--- src/rtl/gen3_block_sequencer.sv ---
// Gen3 128b/130b block sequencer: sync-header checking, block lock FSM and
// per-byte valid-mask generation for the Gen3 datapath.
module gen3_block_sequencer #(
  parameter int unsigned LANES       = 16,
  parameter int unsigned LOCK_BLOCKS = 4,
  parameter int unsigned ERR_LIMIT   = 3
) (
  input  logic                 clk,
  input  logic                 rst,
  input  logic                 in_valid,
  input  logic                 in_sh_valid,
  input  logic [2*LANES-1:0]   in_sh,
  input  logic                 force_relock,
  output logic [4*LANES-1:0]   dp_valid,
  output logic                 dp_os,
  output logic [1:0]           blk_phase,
  output logic                 locked,
  output logic [7:0]           sh_err_cnt
);

  localparam int unsigned MASK_W = 4 * LANES;
  localparam int unsigned CNT_W  = 4;

  localparam logic [1:0] SH_DATA = 2'b10;
  localparam logic [1:0] SH_OS   = 2'b01;

  typedef enum logic [1:0] {
    IDLE    = 2'd0,
    LOCKING = 2'd1,
    LOCKED  = 2'd2
  } state_t;

  state_t             state_q, state_d;
  logic [1:0]         phase_q, phase_d;
  logic [CNT_W-1:0]   good_q, good_d;
  logic [CNT_W-1:0]   bad_q, bad_d;
  logic               blk_os_q, blk_os_d;
  logic               blk_bad_q, blk_bad_d;
  logic               blk_pass_q, blk_pass_d;

  logic [MASK_W-1:0]  dp_valid_d;
  logic               dp_os_d;
  logic [1:0]         blk_phase_d;
  logic               locked_d;
  logic [7:0]         sh_err_cnt_d;

  logic               lanes_equal_c;
  logic               lane0_ok_c;
  logic               hdr_good_c;
  logic               good_evt_c;
  logic               bad_evt_c;
  logic [CNT_W-1:0]   good_inc_c;
  logic [CNT_W-1:0]   bad_inc_c;

  // Header is good when present, every lane carries a legal code and all agree.
  always_comb begin
    lanes_equal_c = 1'b1;
    for (int i = 1; i < LANES; i++) begin
      if (in_sh[2*i +: 2] != in_sh[1:0]) begin
        lanes_equal_c = 1'b0;
      end
    end
  end

  assign lane0_ok_c = (in_sh[1:0] == SH_DATA) || (in_sh[1:0] == SH_OS);
  assign hdr_good_c = in_sh_valid && lanes_equal_c && lane0_ok_c;
  assign good_inc_c = good_q + CNT_W'(1);
  assign bad_inc_c  = bad_q + CNT_W'(1);

  // Next-state, block tracking and output decode.
  always_comb begin
    state_d      = state_q;
    phase_d      = phase_q;
    good_d       = good_q;
    bad_d        = bad_q;
    blk_os_d     = blk_os_q;
    blk_bad_d    = blk_bad_q;
    blk_pass_d   = blk_pass_q;
    sh_err_cnt_d = sh_err_cnt;
    blk_phase_d  = blk_phase;
    dp_valid_d   = '0;
    dp_os_d      = 1'b0;
    good_evt_c   = 1'b0;
    bad_evt_c    = 1'b0;

    if (force_relock) begin
      state_d     = IDLE;
      phase_d     = 2'd0;
      good_d      = '0;
      bad_d       = '0;
      blk_os_d    = 1'b0;
      blk_bad_d   = 1'b0;
      blk_pass_d  = 1'b0;
      blk_phase_d = 2'd0;
    end else if (in_valid) begin
      blk_phase_d = phase_q;
      case (state_q)
        IDLE: begin
          if (hdr_good_c) begin
            state_d    = (LOCK_BLOCKS == 1) ? LOCKED : LOCKING;
            good_d     = CNT_W'(1);
            phase_d    = 2'd1;
            blk_os_d   = (in_sh[1:0] == SH_OS);
            blk_bad_d  = 1'b0;
            blk_pass_d = 1'b0;
          end
        end
        default: begin
          phase_d = phase_q + 2'd1;
          if (phase_q == 2'd0) begin
            // Block type and pass eligibility are fixed by the phase-0 header.
            blk_os_d   = (in_sh[1:0] == SH_OS);
            blk_bad_d  = !hdr_good_c;
            blk_pass_d = (state_q == LOCKED) && hdr_good_c;
            good_evt_c = hdr_good_c;
            bad_evt_c  = !hdr_good_c;
          end else if (in_sh_valid && !blk_bad_q) begin
            blk_bad_d = 1'b1;
            bad_evt_c = 1'b1;
          end

          if (good_evt_c) begin
            if (state_q == LOCKING) begin
              good_d = good_inc_c;
              if (good_inc_c == CNT_W'(LOCK_BLOCKS)) begin
                state_d = LOCKED;
              end
            end else begin
              bad_d = '0;
            end
          end

          if (bad_evt_c) begin
            if (state_q == LOCKING) begin
              state_d = IDLE;
              good_d  = '0;
              phase_d = 2'd0;
            end else begin
              if (sh_err_cnt != 8'hFF) begin
                sh_err_cnt_d = sh_err_cnt + 8'd1;
              end
              bad_d = bad_inc_c;
              if (bad_inc_c == CNT_W'(ERR_LIMIT)) begin
                state_d = IDLE;
                bad_d   = '0;
                good_d  = '0;
                phase_d = 2'd0;
              end
            end
          end

          if (blk_pass_d && !blk_bad_d) begin
            if (blk_os_d) begin
              dp_os_d = 1'b1;
            end else begin
              dp_valid_d = '1;
            end
          end
        end
      endcase
    end

    locked_d = (state_d == LOCKED);
  end

  // State, counters and registered outputs.
  always_ff @(posedge clk) begin
    if (rst) begin
      state_q    <= IDLE;
      phase_q    <= 2'd0;
      good_q     <= '0;
      bad_q      <= '0;
      blk_os_q   <= 1'b0;
      blk_bad_q  <= 1'b0;
      blk_pass_q <= 1'b0;
      dp_valid   <= '0;
      dp_os      <= 1'b0;
      blk_phase  <= 2'd0;
      locked     <= 1'b0;
      sh_err_cnt <= 8'd0;
    end else begin
      state_q    <= state_d;
      phase_q    <= phase_d;
      good_q     <= good_d;
      bad_q      <= bad_d;
      blk_os_q   <= blk_os_d;
      blk_bad_q  <= blk_bad_d;
      blk_pass_q <= blk_pass_d;
      dp_valid   <= dp_valid_d;
      dp_os      <= dp_os_d;
      blk_phase  <= blk_phase_d;
      locked     <= locked_d;
      sh_err_cnt <= sh_err_cnt_d;
    end
  end

endmodule
--- config.mk ---
export PLATFORM = sky130hd
export DESIGN_NAME = gen3_block_sequencer
export DESIGN_NICKNAME = d
export VERILOG_FILES = /design/src/rtl/gen3_block_sequencer.sv
export SDC_FILE = /design/constraint.sdc
export NUM_CORES = 1
export LEC_CHECK = 0
export CORE_ASPECT_RATIO = 0.5
export CORE_UTILIZATION = 30
export CTS_CLUSTER_DIAMETER = 40
export CTS_CLUSTER_SIZE = 24
export DETAILED_ROUTE_END_ITERATION = 10
export GPL_TIMING_DRIVEN = 0
export PLACE_DENSITY_LB_ADDON = 0.3
export SYNTH_ARGS = -nofsm -noshare
export SYNTH_HDL_FRONTEND = slang
export SYNTH_SLANG_ARGS = --single-unit
--- constraint.sdc ---
create_clock -name clk -period 3.1 [get_ports clk]
set_clock_uncertainty 0.05 [all_clocks]
set_input_delay 0.62 -clock clk [delete_from_list [all_inputs] [get_ports clk]]
set_output_delay 0.62 -clock clk [all_outputs]
set_load 0.03 [all_outputs]
==> results.yml <==
cts:
  cts_buffers: 3
  insertion_delay_ns: 0.27
  clkTransAtPathRegs_ns: 0.07
  htree_num_levels: 1
  cts_sinks: 28
  cts_root_buf: "clkbuf_16"
  tritoncts: "yes"
  max-clock-path-buffers: 2
power:
  peakVddDrop_mv: 0.191
  p_leak_nw: 1.40
  power_density_mw_per_mm2: 212
  total_power_uw: 763
floorplan:
  dieArea_mm2: 0.00773
  die_h_um: 62.7
  die_w_um: 123
  start_util: 0.320
  rows: 21
  design.core.area_mm2: 0.00691
  ios: 113
detailed_routing:
  viasPerCell: 4.50
  remaining_drc_errors: 0
  drtIter0Drc: 108
  drtPass1Iterations: 4
  wl_per_cell_um: 11.0
  via_count: 2207
  routed_wl_mm: 5.40
  antenna_left: 0
synth:
  async_flop_share: 0
  synth-xor-area-share: 0.0198
  synth_top_cell_area_share: 0.254
  yosys-mux-area-fraction: 0.0419
  yosysUniqueCellTypes: 49
  yosys.cell_count.top_type: "buf_4"
  synth_compound_area_frac: 0.152
  synth_top_cell_by_area: "dfxtp_1"
  post_synth_fa_ha_maj_area_fraction: 0.0340
  synth-seq-cells: 28
  yosys.area_share.simple: 0.249
  synth_edf_count: 0
  yosys_warnings: 0
  syn_area_mm2: 0.00221
  syn_area_per_cell_um2: 7.84
  syn_nets: 325
  ys.flop_type: "dfxtp_1"
  synth_top_family_by_area: "buffers and inverters"
  yosysSeqAreaShare: 0.254
  synthCells: 282
  synthTopCellsByArea: "dfxtp_1, buf_4, nor2_1"
  ys_top_cells_by_count: "buf_4, dfxtp_1, nor2_1, nand2_1, nand3_1"
critical_path:
  reg2reg_slack_ns: 0.87
  worstPathArrival_ns: 2.98
  path_class: "primary input to register"
  r2r_start: "phase_q[0]$_SDFFE_PP0P_"
  end_kind: "register"
  rr_endpoint: "sh_err_cnt[6]$_SDFFE_PP0P_"
  critPathRequiredTime_ns: 3.25
  crit_fanout: 9
  r2r_cells: 8
  start_kind: "primary input"
timing:
  max_freq_mhz: 353
  rsz0062_at_grt: "false"
  slew-limit-headroom: 0.621
  fin_ws_ns: 0.264
  worst_pin_slew_ns: 0.569
  finalCriticalPeriod_ns: 2.84
  hold_viol: 0
  fin_crit_sh: 0.915
  slew_viol_final: 0
  finalSetupViolations: 0
global_routing:
  grt_pass1_vias: 1871
  grt_util_all_layers: 0.141
  antenna_found_initial: 0
  grt-ovfl-total: 0
  grt_max_degree: 34
  grt_pass1_wl_mm: 8.84
finish:
  multi_input_area_mm2: 0.00112
  synthToLayoutAreaGrowth_pct: 62.6
  nNetsFinal: 442
  final_layout_size_suffix_gt1_frac: 0.214
  seqCellArea_um2: 562
  diodes: 0
  n_fill_cell: 660
place:
  dp_slack_ns: -0.357
  port_buffers: 110
  gp_congestion: 0.823
  dpl.hpwl_mm: 4.30
hold_path:
  holdPathEnd: "good_q[3]$_SDFFE_PP0P_"
  hold_depth: 1
  min_from: "good_q[3]$_SDFFE_PP0P_"
  hold_path.class: "register to register"
run_status:
  status: "finished, final reports clean"
run:
  maxCapViolCount: 0
==> metal layers <==
metal	track usage	routed length, um	vias up
met2	0.240	2460	64
met4	0.0422	51	0
met5	0	0	-
li1	-	-	1164
met3	0.0292	326	6
met1	0.179	2560	973
==> final cells by class <==
type / instances / share of cell area
multi-input cells: 174 / 0.312
well taps: 92 / 0.0320
plain buffers: 70 / 0.144
repair buffers: 112 / 0.320
inverters: 10 / 0.0104
flip-flops and latches: 28 / 0.156
clock buffers: 4 / 0.0247
==> report_power, final <==
part	leakage (nW)	internal (mW)	total, mW	switching, mW
clock	0.0442	0.198	0.321	0.123
combinational	1.13	0.0503	0.0824	0.0321
sequential	0.226	0.359	0.359	0.00000000000615
==> cells in the final DEF, fill, tap and decap left out, types with 7 or more instances in the layout <==
cell type and count:
nand4_1 11, nand3_1 17, inv_1 10, o21ai_0 13, a21oi_1 13, clkdlybuf4s50_1 109
buf_4 63, nand2_1 20, mux2i_1 7, nor2_1 27, dfxtp_1 27
==> per-stage QoR <==
step / cells / cell area, um2 / utilization / hold slack, ns / setup TNS (ns)
2_1_floorplan: 282 / 2210 / - / 0.387 / 0
3_3_place_gp: 484 / 3430 / 0.496 / 0.402 / -15.94
3_5_place_dp: 485 / 3450 / 0.500 / 0.410 / -4.77
4_1_cts: 489 / 3560 / 0.515 / 0.420 / 0
5_1_grt: 490 / 3590 / 0.520 / 0.435 / 0
6_report: 490 / 3590 / 0.520 / 0.420 / 0
==> worst max path at each step <==
stage | start | to | slack (ns) | cells past startpoint
finish | in_sh[14] | phase_q[0]$_SDFFE_PP0P_ | 0.26 | 9
global placement | in_sh[0] | good_q[0]$_SDFFE_PP0P_ | -0.31 | 8
floorplan | in_sh[1] | phase_q[0]$_SDFFE_PP0P_ | 0.48 | 9
global route | in_sh[17] | phase_q[0]$_SDFFE_PP0P_ | 0.16 | 9
detailed placement | in_sh[0] | good_q[3]$_SDFFE_PP0P_ | -0.36 | 8
CTS | in_sh[0] | good_q[0]$_SDFFE_PP0P_ | 0.04 | 8
==> repair_timing <==
action	in CTS	in global routing
endpoints found under the setup margin	9	15
pin swaps	0	1
endpoints found under the hold margin	0	0
cloned	0	0
buffers inserted	0	1
gates resized for setup	2	3
hold buffers	0	0
==> critical path, stage by stage <==
cell and delay [ns]:
clkdlybuf4s50_1 0.41, or4_1 0.55, mux2i_4 0.19, o2111ai_4 0.22
or3_1 0.43, buf_6 0.16, a211oi_2 0.17, o21ai_1 0.08
a21oi_1 0.15
==> sequential cells by signal, summed over array words and instances, names as in the netlist <==
name	cells
dp_valid	1
blk_phase	2
good_q	4
locked	1
dp_os	1
state_q	2
sh_err_cnt	8
phase_q	2
bad_q	4
blk_pass_q	1
blk_os_q	1
blk_bad_q	1
==> cell families after synthesis <==
group	Yosys count
AND/OR/NAND/NOR	107
buffers and inverters	80
AO/OA/AOI/OAI	48
flip-flops	28
multiplexers	8
adder cells (fa/ha/maj)	6
XOR/XNOR	5
No activity file was read; power rests on OpenSTA's default activity.
